**src/rtl/cluster_pwr_seq_if.sv**
```systemverilog
`default_nettype none
// ============================================================================
// Module      : cluster_pwr_seq_if
// Description : Request channel between the FC and the cluster power
//               sequencer: valid/ready handshake carrying the on/off command
//               and the cluster boot address.
// Revision    : 1.0 - initial release
// ============================================================================
interface cluster_pwr_seq_if;
    logic        req_valid;
    logic        req_ready;
    logic        req_on;
    logic [63:0] boot_addr;

    // Requester side (FC / testbench)
    modport master (
        output req_valid,
        output req_on,
        output boot_addr,
        input  req_ready
    );

    // Sequencer side
    modport slave (
        input  req_valid,
        input  req_on,
        input  boot_addr,
        output req_ready
    );
endinterface
`default_nettype wire

```
**src/rtl/cluster_pwr_seq.sv**
```systemverilog
`default_nettype none
// ============================================================================
// Module      : cluster_pwr_seq
// Description : Sequences cluster power-up (power, clock, reset release,
//               fetch enable) and power-down (fetch off, drain on busy with
//               timeout, reset assert, clock off, power off). One request at
//               a time over a valid/ready handshake.
// Revision    : 1.0 - initial release
// ============================================================================
module cluster_pwr_seq #(
    parameter int PWR_CYCLES   = 16,
    parameter int CLK_CYCLES   = 4,
    parameter int RST_CYCLES   = 8,
    parameter int BUSY_TIMEOUT = 1024,
    parameter int CNT_W        = 16
) (
    input  wire logic          clk_i,
    input  wire logic          rst_i,
    cluster_pwr_seq_if.slave   req_if,
    input  wire logic          cluster_busy_i,
    output logic               cluster_pow_o,
    output logic               cluster_clk_en_o,
    output logic               cluster_rstn_o,
    output logic               cluster_fetch_enable_o,
    output logic [63:0]        cluster_boot_addr_o,
    output logic               done_o,
    output logic               err_timeout_o,
    output logic [2:0]         state_o
);

    typedef enum logic [2:0] {
        S_OFF        = 3'd0,
        S_PWR_UP     = 3'd1,
        S_CLK_ON     = 3'd2,
        S_RST_REL    = 3'd3,
        S_RUN        = 3'd4,
        S_DRAIN      = 3'd5,
        S_RST_ASSERT = 3'd6,
        S_PWR_DOWN   = 3'd7
    } state_t;

    // Counter load values: a timed state lasting N cycles loads N-1 on entry
    localparam logic [CNT_W-1:0] PWR_LOAD  = CNT_W'(PWR_CYCLES - 1);
    localparam logic [CNT_W-1:0] CLK_LOAD  = CNT_W'(CLK_CYCLES - 1);
    localparam logic [CNT_W-1:0] RST_LOAD  = CNT_W'(RST_CYCLES - 1);
    localparam logic [CNT_W-1:0] BUSY_LOAD = CNT_W'(BUSY_TIMEOUT - 1);

    state_t             state_q;
    logic [CNT_W-1:0]   cnt_q;
    logic               pow_q;
    logic               clk_en_q;
    logic               rstn_q;
    logic               fetch_q;
    logic [63:0]        boot_q;
    logic               done_q;
    logic               err_q;

    logic               w_ready;
    logic               w_accept;
    logic               w_cnt_zero;

    // Requests are only taken while idle (OFF) or running (RUN)
    assign w_ready    = (state_q == S_OFF) || (state_q == S_RUN);
    assign w_accept   = req_if.req_valid && w_ready;
    assign w_cnt_zero = (cnt_q == '0);

    assign req_if.req_ready        = w_ready;
    assign cluster_pow_o           = pow_q;
    assign cluster_clk_en_o        = clk_en_q;
    assign cluster_rstn_o          = rstn_q;
    assign cluster_fetch_enable_o  = fetch_q;
    assign cluster_boot_addr_o     = boot_q;
    assign done_o                  = done_q;
    assign err_timeout_o           = err_q;
    assign state_o                 = state_q;

    // Sequencer FSM with registered cluster controls, done pulse and sticky error
    always_ff @(posedge clk_i) begin
        if (rst_i) begin
            state_q  <= S_OFF;
            cnt_q    <= '0;
            pow_q    <= 1'b0;
            clk_en_q <= 1'b0;
            rstn_q   <= 1'b0;
            fetch_q  <= 1'b0;
            boot_q   <= '0;
            done_q   <= 1'b0;
            err_q    <= 1'b0;
        end else begin
            done_q <= 1'b0;
            // Any accepted request acknowledges a previous drain timeout
            if (w_accept) begin
                err_q <= 1'b0;
            end

            case (state_q)
                S_OFF: begin
                    if (w_accept) begin
                        if (req_if.req_on) begin
                            state_q <= S_PWR_UP;
                            cnt_q   <= PWR_LOAD;
                            pow_q   <= 1'b1;
                            boot_q  <= req_if.boot_addr;
                        end else begin
                            done_q  <= 1'b1;
                        end
                    end
                end

                S_PWR_UP: begin
                    if (w_cnt_zero) begin
                        state_q  <= S_CLK_ON;
                        cnt_q    <= CLK_LOAD;
                        clk_en_q <= 1'b1;
                    end else begin
                        cnt_q <= cnt_q - 1'b1;
                    end
                end

                S_CLK_ON: begin
                    if (w_cnt_zero) begin
                        state_q <= S_RST_REL;
                        cnt_q   <= RST_LOAD;
                        rstn_q  <= 1'b1;
                    end else begin
                        cnt_q <= cnt_q - 1'b1;
                    end
                end

                S_RST_REL: begin
                    if (w_cnt_zero) begin
                        state_q <= S_RUN;
                        fetch_q <= 1'b1;
                        done_q  <= 1'b1;
                    end else begin
                        cnt_q <= cnt_q - 1'b1;
                    end
                end

                S_RUN: begin
                    if (w_accept) begin
                        if (req_if.req_on) begin
                            // Already running: acknowledge, keep boot address
                            done_q <= 1'b1;
                        end else begin
                            state_q <= S_DRAIN;
                            cnt_q   <= BUSY_LOAD;
                            fetch_q <= 1'b0;
                        end
                    end
                end

                S_DRAIN: begin
                    // Idle cluster wins over timeout when both happen together
                    if (!cluster_busy_i || w_cnt_zero) begin
                        state_q <= S_RST_ASSERT;
                        cnt_q   <= RST_LOAD;
                        rstn_q  <= 1'b0;
                        if (cluster_busy_i) begin
                            err_q <= 1'b1;
                        end
                    end else begin
                        cnt_q <= cnt_q - 1'b1;
                    end
                end

                S_RST_ASSERT: begin
                    if (w_cnt_zero) begin
                        state_q  <= S_PWR_DOWN;
                        cnt_q    <= PWR_LOAD;
                        clk_en_q <= 1'b0;
                    end else begin
                        cnt_q <= cnt_q - 1'b1;
                    end
                end

                S_PWR_DOWN: begin
                    if (w_cnt_zero) begin
                        state_q <= S_OFF;
                        pow_q   <= 1'b0;
                        done_q  <= 1'b1;
                    end else begin
                        cnt_q <= cnt_q - 1'b1;
                    end
                end

                default: begin
                    state_q <= S_OFF;
                end
            endcase
        end
    end

endmodule
`default_nettype wire

```
**src/flat_wrapper.sv**
```systemverilog
// flat-port wrapper written by rule: the top's interface ports become plain ports
module cluster_pwr_seq_flat 
#(
    parameter int PWR_CYCLES   = 16,
    parameter int CLK_CYCLES   = 4,
    parameter int RST_CYCLES   = 8,
    parameter int BUSY_TIMEOUT = 1024,
    parameter int CNT_W        = 16
)
  (clk_i, rst_i, cluster_busy_i, cluster_pow_o, cluster_clk_en_o, cluster_rstn_o, cluster_fetch_enable_o, cluster_boot_addr_o, done_o, err_timeout_o, state_o, req_if_req_valid, req_if_req_on, req_if_boot_addr, req_if_req_ready);
  cluster_pwr_seq_if req_if_i ();
  input  wire logic clk_i;
  input  wire logic rst_i;
  input  wire logic cluster_busy_i;
  output logic cluster_pow_o;
  output logic cluster_clk_en_o;
  output logic cluster_rstn_o;
  output logic cluster_fetch_enable_o;
  output logic [63:0] cluster_boot_addr_o;
  output logic done_o;
  output logic err_timeout_o;
  output logic [2:0] state_o;
  input wire logic [$bits(req_if_i.req_valid)-1:0] req_if_req_valid;
  input wire logic [$bits(req_if_i.req_on)-1:0] req_if_req_on;
  input wire logic [$bits(req_if_i.boot_addr)-1:0] req_if_boot_addr;
  output wire logic [$bits(req_if_i.req_ready)-1:0] req_if_req_ready;
  assign req_if_i.req_valid = req_if_req_valid;
  assign req_if_i.req_on = req_if_req_on;
  assign req_if_i.boot_addr = req_if_boot_addr;
  assign req_if_req_ready = req_if_i.req_ready;
  cluster_pwr_seq #(.PWR_CYCLES(PWR_CYCLES), .CLK_CYCLES(CLK_CYCLES), .RST_CYCLES(RST_CYCLES), .BUSY_TIMEOUT(BUSY_TIMEOUT), .CNT_W(CNT_W)) u_core (.clk_i(clk_i), .rst_i(rst_i), .req_if(req_if_i), .cluster_busy_i(cluster_busy_i), .cluster_pow_o(cluster_pow_o), .cluster_clk_en_o(cluster_clk_en_o), .cluster_rstn_o(cluster_rstn_o), .cluster_fetch_enable_o(cluster_fetch_enable_o), .cluster_boot_addr_o(cluster_boot_addr_o), .done_o(done_o), .err_timeout_o(err_timeout_o), .state_o(state_o));
endmodule
```
**config.mk**
```make
export PLATFORM = sky130hd
export DESIGN_NAME = cluster_pwr_seq_flat
export DESIGN_NICKNAME = d
export VERILOG_FILES = /design/src/rtl/cluster_pwr_seq_if.sv /design/src/rtl/cluster_pwr_seq.sv /design/src/flat_wrapper.sv
export SDC_FILE = /design/constraint.sdc
export NUM_CORES = 1
export LEC_CHECK = 0
export CAP_MARGIN = 20
export CELL_PAD_IN_SITES_DETAIL_PLACEMENT = 1
export CELL_PAD_IN_SITES_GLOBAL_PLACEMENT = 2
export CORE_AREA = 5 5 130 132
export CTS_CLUSTER_DIAMETER = 50
export CTS_CLUSTER_SIZE = 40
export DETAILED_ROUTE_END_ITERATION = 6
export DIE_AREA = 0 0 135 137
export PLACE_DENSITY = 0.91
export SYNTH_ARGS = -nofsm -noshare
export SYNTH_HDL_FRONTEND = slang
export SYNTH_SLANG_ARGS = --single-unit
```
**constraint.sdc**
```tcl
create_clock -name clk_i -period 2.81 [get_ports clk_i]
set_clock_uncertainty 0.05 [all_clocks]
set_input_delay 0.281 -clock clk_i [delete_from_list [all_inputs] [get_ports clk_i]]
set_output_delay 0.281 -clock clk_i [all_outputs]
set_load 0.01 [all_outputs]
```
==> results of run 1 <==
## area by class of cell
class,instances,area [µm²]
clock buffer,11,253
clock inverter,5,85.1
fill,1832,9930
inverter,7,26.3
multi-input combinational,334,1730
sequential,89,1780
tap,216,270
timing repair buffer,153,1520
## worst register-to-register path: stages, from the launching register on
cell     delay, ns
dfxtp_1       0.40
inv_1         0.10
ha_1          0.22
nand2_1       0.08
inv_1         0.08
ha_1          0.24
a21o_1        0.26
a21oi_1       0.59
o22ai_1       0.18
a211o_1       0.31
## Yosys cell counts, types with 3 or more instances
library cell | instances | area share [%]
a211oi_1 | 3 | 0.61
inv_1 | 7 | 0.72
a21oi_1 | 75 | 10
o22ai_1 | 3 | 0.51
xor2_1 | 3 | 0.72
nand3_1 | 4 | 0.54
nor3_1 | 7 | 0.95
nor2_1 | 24 | 2.5
a31oi_1 | 5 | 0.85
a2bb2oi_1 | 3 | 0.72
o31ai_1 | 4 | 0.82
nand2_1 | 139 | 14
clkbuf_1 | 22 | 2.2
buf_1 | 3 | 0.31
buf_2 | 4 | 0.54
nor4_1 | 3 | 0.51
dfxtp_1 | 89 | 48
or3_1 | 7 | 1.2
o21ai_0 | 10 | 1.4
a211o_1 | 3 | 0.72
ha_1 | 6 | 2.0
## per-layer routing
metal | GRT usage (%) | wire (µm)
met2 | 24.4 | 6390
met4 | 5.38 | 251
met5 | 0 | 0
met3 | 3.31 | 737
met1 | 16.3 | 5510
## how the worst max path moves through the flow
| stage | start | to | slack (ns) | cells after the start |
|---|---|---|---|---|
| after floorplan | u_core.state_o[0]$_SDFFE_PP0P_ | u_core.cnt_q[2]$_SDFFE_PP0P_ | 0.21 | 10 |
| after global placement | req_if_req_on | u_core.cnt_q[2]$_SDFFE_PP0P_ | 0.35 | 6 |
| after detailed placement | u_core.state_o[0]$_SDFFE_PP0P_ | u_core.cnt_q[5]$_SDFFE_PP0P_ | 0.23 | 9 |
| after CTS | u_core.state_o[0]$_SDFFE_PP0P_ | u_core.cnt_q[5]$_SDFFE_PP0P_ | 0.20 | 9 |
| after global routing | u_core.state_o[0]$_SDFFE_PP0P_ | u_core.cnt_q[5]$_SDFFE_PP0P_ | 0.06 | 9 |
| final | u_core.state_o[0]$_SDFFE_PP0P_ | u_core.cnt_q[5]$_SDFFE_PP0P_ | 0.20 | 9 |
## state kept, by name, summed over array words and instances (netlist names)
signal / count
u_core.cluster_clk_en_o: 1
u_core.cluster_rstn_o: 1
u_core.cnt_q: 16
u_core.cluster_fetch_enable_o: 1
u_core.err_timeout_o: 1
u_core.state_o: 3
u_core.cluster_pow_o: 1
u_core.done_o: 1
u_core.cluster_boot_addr_o: 64
## cell families (layout without fill, tap and decap cells)
logic type / Yosys count / in the layout / share of synthesized area, %
buf+inv: 39 / 176 / 4.63
mux: 2 / 2 / 0.545
compound gates: 121 / 121 / 19.4
fa+ha+maj: 6 / 6 / 2.04
flops: 89 / 89 / 48.5
xor+xnor: 5 / 5 / 1.19
simple gates: 200 / 200 / 23.7
## per-stage QoR
stage | setup slack, ns | util [%] | hold WS, ns | total power, mW
floorplan | 0.212 | - | 0.367 | 2.66
global placement | 0.354 | 34.2 | 0.379 | 3.29
detailed placement | 0.226 | 34.2 | 0.390 | 3.35
CTS | 0.204 | 36.3 | 0.267 | 4.74
global route | 0.0564 | 36.3 | 0.275 | 4.97
finish | 0.201 | 36.3 | 0.282 | 4.67
## power groups by stage
stage	combinational, mW	sequential (mW)	clock, mW
floorplan	1.02	1.65	0
finish	1.72	1.60	1.35
detailed placement	1.72	1.63	0
global route	1.89	1.63	1.45
global placement	1.68	1.61	0
CTS	1.74	1.60	1.40
==> reports/qor.yml, run 1 <==
crit_buf_inv: 2
place_area_mm2: 0.00533
synthesis.area_mm2: 0.00367
syn_nets: 537
fmax_ghz: 0.383
finalMaxSlewViolations: 0
dieArea_mm2: 0.0185
vias: 3677
ys_warn_count: 0
comb_power_share_pct: 36.8
rows: 46
clk_pin_slew_ns: 0.06
die_w_um: 135
ys_ff_latch: 89
antenna_found_initial: 0
fin_area_mm2: 0.00567
tightest_slew_ns: 0.718
r2r-end: "u_core.cnt_q[5]$_SDFFE_PP0P_"
reg2reg_from: "u_core.state_o[0]$_SDFFE_PP0P_"
post-cts-setup-buffers: 0
syn_area_per_cell_um2: 7.95
drive_above_1_share_pct: 6.18
p_leak_nw: 2.06
switching_share_pct: 34.9
layout_commonest_cell: "clkdlybuf4s50_1"
htreeDepth: 3
cts_resized: 0
min_to: "u_core.cluster_clk_en_o$_SDFFE_PP0P_"
wl_per_cell_um: 15.8
ys_types: 49
p_clk_share_pct: 28.9
switchingPower_mw: 1.63
core_mm2: 0.0156
relSlewSlack_pct: 52.1
seqPwrFrac_pct: 34.2
synthesis.instances: 462
layout.nets: 669
p_int_mw: 3.04
cts.sinks: 89
path_delay_family: "compound AO/OA/AOI/OAI gates"
grt_max_degree: 66
avgViaCountPerCell: 4.51
cp-end-kind: "register"
worst_setup_path_start_kind: "register"
final_cell_mix: "clkdlybuf4s50_1, nand2_1, dfxtp_1"
cp_slowest_stage_delay_ns: 0.59
first_pass_iters: 4
drt_wl_total_um: 12900
synth_enable_flop_cells: 0
finalSetupViolations: 0
diodes: 0
max-cap-violations: 0
gp_congestion: 0.863
cts_tree: "done"
period_minus_slack_ns: 2.61
worstSetupPathType: "reg -> reg"
fin_crit_sh_pct: 92.9
async_flop_share_pct: 0
ff2ff_setup_slack_ns: 0.20
cp_max_fo: 9
grt_util_all_layers_pct: 13.8
crit_path_cell_trace: "inv_1, ha_1, nand2_1, inv_1, ha_1, a21o_1, a21oi_1, o22ai_1, a211o_1"
hold_viol: 0
synth_flop_cell: "dfxtp_1"
dp_hpwl_um: 9560
cts_root_buffer: "clkbuf_16"
final-instance-count-excl-fill: 815
area_delta_synth_final_pct: 54.2
vdd_drop_max_mv: 0.321
grt_pass1_wl_um: 20500
portBuffers: 142
grt_pass1_vias: 3993
rsz0062_at_grt: "no"
holdCritStartpoint: "rst_i"
cp_slowest_cell: "a21oi_1"
min_path_cells: 2
clk_path_buf_depth: 2
drc_errors: 0
dpl.cell_count: 799
synth_seq_area_share_pct: 48.5
num_io_pins: 143
fp.dieH_um: 137
drt_iter0_markers: 163
cp.arrival_ns: 2.79
status: "complete, no violations"
power.density_mw_per_mm2: 823
overflow: 0
r2r_cells: 9
initial_core_util_pct: 23.6
cts_hold_buffers: 0
cts_inserted_buffers: 9
ant_nets: 0
clock_latency_ns: 0.34
fin_tns_setup_ns: 0
hold_class: "in -> reg"
worstPathRequired_ns: 2.99
Power figures use the tool's default switching activity.
==> run 2, diff against run 1 <==
--- a/config.mk
+++ b/config.mk
@@ -9,9 +9,9 @@
 export CELL_PAD_IN_SITES_DETAIL_PLACEMENT = 1
 export CELL_PAD_IN_SITES_GLOBAL_PLACEMENT = 2
-export CORE_AREA = 5 5 130 132
+export CORE_AREA = 5 5 124 138
 export CTS_CLUSTER_DIAMETER = 50
 export CTS_CLUSTER_SIZE = 40
 export DETAILED_ROUTE_END_ITERATION = 6
-export DIE_AREA = 0 0 135 137
+export DIE_AREA = 0 0 129 143
 export PLACE_DENSITY = 0.91
 export SYNTH_ARGS = -nofsm -noshare
==> constraint.sdc (replaced) <==
create_clock -name clk_i -period 2.81 [get_ports clk_i]
set_clock_uncertainty 0.05 [all_clocks]
set_input_delay 0.562 -clock clk_i [delete_from_list [all_inputs] [get_ports clk_i]]
set_output_delay 0.562 -clock clk_i [all_outputs]
set_load 0.01 [all_outputs]
==> run 2 against run 1 <==
Against the previous run: first-iteration DRC count rose by 15%; maximum frequency rose by 1.5%; via count rose by 2.9%; global-route usage barely moved; clock power fell by 16%; clock-buffer cell count did not move; non-clock buffer count rose by 1; hold slack improved by 0.12 ns; sequential share of layout area rose by 0.38 points; wire length fell by 0.35%; sequential power barely moved; critical path type unchanged; largest power group unchanged.
==> reports/qor.yml, run 2 (synthesis gave the netlist of run 1 again) <==
layout_commonest_cell: "clkdlybuf4s50_1"  # unchanged
drt_iter0_markers: 187  # was 163
core_mm2: 0.0155  # was 0.0156 mm²
cts_hold_buffers: 0  # unchanged
power.density_mw_per_mm2: 800  # was 823 mW/mm²
p_leak_nw: 2.03  # was 2.06 nW
cts_resized: 0  # unchanged
cp.arrival_ns: 2.75  # was 2.79 ns
grt_pass1_vias: 4073  # was 3,993
fillers: 1847  # was 1,832
place_area_mm2: 0.00532  # was 0.00533 mm²
worst_slack_ns: 0.239  # was 0.201 ns
max-cap-violations: 0  # unchanged
hold_class: "reg -> reg"  # was in -> reg
fin_area_mm2: 0.00560  # was 0.00567 mm²
clk_path_buf_depth: 2  # unchanged
finalPower_mw: 4.48  # was 4.67 mW
cts_tree: "done"  # unchanged
fin_crit_sh_pct: 91.5  # was 92.9%
clk_pin_slew_ns: 0.07  # was 0.06 ns
cts_root_buffer: "clkbuf_16"  # unchanged
finalSetupViolations: 0  # unchanged
area_delta_synth_final_pct: 52.4  # was 54.2%
post-cts-setup-buffers: 0  # unchanged
overflow: 0  # unchanged
cts_inserted_buffers: 9  # unchanged
clock_latency_ns: 0.34  # about the same
ant_nets: 0  # unchanged
grt_max_degree: 66  # unchanged
worst_setup_path_start_kind: "register"  # unchanged
htreeDepth: 3  # unchanged
drt_wl_total_um: 12800  # was 12,900 µm
drc_errors: 0  # unchanged
dpl.cell_count: 784  # was 799
cts.sinks: 89  # unchanged
largest_reg_flops: 64  # unchanged
worstPathRequired_ns: 2.99  # about the same
dp_hpwl_um: 9610  # was 9560 µm
num_io_pins: 143  # unchanged
hold_ws_ns: 0.404  # was 0.282 ns
grt_pass1_wl_um: 20500  # about the same
dieArea_mm2: 0.0184  # was 0.0185 mm²
finalMaxSlewViolations: 0  # unchanged
gp_congestion: 0.850  # was 0.863
cp-end-kind: "register"  # unchanged
pre_cts_ws_ns: 0.111  # was 0.226 ns
layout.nets: 670  # was 669
fin_tns_setup_ns: 0  # unchanged
die_w_um: 129  # was 135 µm
grt_util_all_layers_pct: 13.9  # was 13.8%
final_cell_mix: "clkdlybuf4s50_1, nand2_1, dfxtp_1"  # unchanged
seq_area_mm2: 0.00178  # unchanged
final_core_util_pct: 36.1  # was 36.3%
first_pass_iters: 4  # unchanged
diodes: 0  # unchanged
wl_per_cell_um: 16.1  # was 15.8 µm
rsz0062_at_grt: "no"  # unchanged
hold_viol: 0  # unchanged
tightest_slew_ns: 0.584  # was 0.718 ns
vias: 3784  # was 3,677
drive_above_1_share_pct: 6.17  # was 6.18%
worstSetupPathType: "reg -> reg"  # unchanged
vdd_drop_max_mv: 0.337  # was 0.321 mV
relSlewSlack_pct: 60.7  # was 52.1%
cp_max_fo: 12  # was 9
initial_core_util_pct: 23.7  # was 23.6%
fp.dieH_um: 143  # was 137 µm
rows: 48  # was 46
portBuffers: 142  # unchanged
status: "complete, no violations"  # unchanged
period_minus_slack_ns: 2.57  # was 2.61 ns
fmax_ghz: 0.389  # was 0.383 GHz
antenna_found_initial: 0  # unchanged
multi_input_area_mm2: 0.00173  # unchanged
avgViaCountPerCell: 4.73  # was 4.51
final-instance-count-excl-fill: 800  # was 815
## run 2: worst paths after layout
path                                                                  start                                          end  slack (ns)  depth (start not counted)
worst max-delay path                           u_core.cnt_q[0]$_SDFFE_PP0P_                 u_core.cnt_q[8]$_SDFFE_PP0P_        0.24                          8
worst min-delay path            u_core.cluster_boot_addr_o[50]$_SDFFE_PP0P_  u_core.cluster_boot_addr_o[50]$_SDFFE_PP0P_        0.40                          2
worst max register to register                 u_core.cnt_q[0]$_SDFFE_PP0P_                 u_core.cnt_q[8]$_SDFFE_PP0P_        0.24                          8
worst min register to register  u_core.cluster_boot_addr_o[50]$_SDFFE_PP0P_  u_core.cluster_boot_addr_o[50]$_SDFFE_PP0P_        0.40                          2
## run 2: final cells by class
cell class | instances | area share (%)
sequential | 89 | 31.8
multi-input combinational | 334 | 30.9
timing repair buffer | 154 | 27.3
tap | 200 | 4.47
clock buffer | 11 | 4.33
clock inverter | 5 | 0.715
inverter | 7 | 0.469
## run 2: metal layers
layer,track usage (%),vias to the layer above,routed length [µm],part of all wire (%)
met5,0,-,0,0
met4,3.54,0,146,1.1
met3,3.33,16,682,5.3
met2,26.2,108,6740,52
met1,15.4,1822,5270,41
li1,-,1838,-,-
## run 2: report_power, final
part           switching, mW  total (mW)  internal, mW  leakage (nW)
registers              0.149        1.60          1.45         0.726
clock network          0.513        1.14         0.629         0.128
logic                  0.983        1.75         0.762          1.17
## run 2: critical path, stage by stage, from the launching register on
cell and delay [ns]:
dfxtp_1 0.33, inv_1 0.09, ha_1 0.18, or3b_1 0.51, nor3_4 0.49, a2111oi_0 0.19
buf_4 0.19, o2bb2ai_1 0.12, a211o_1 0.30
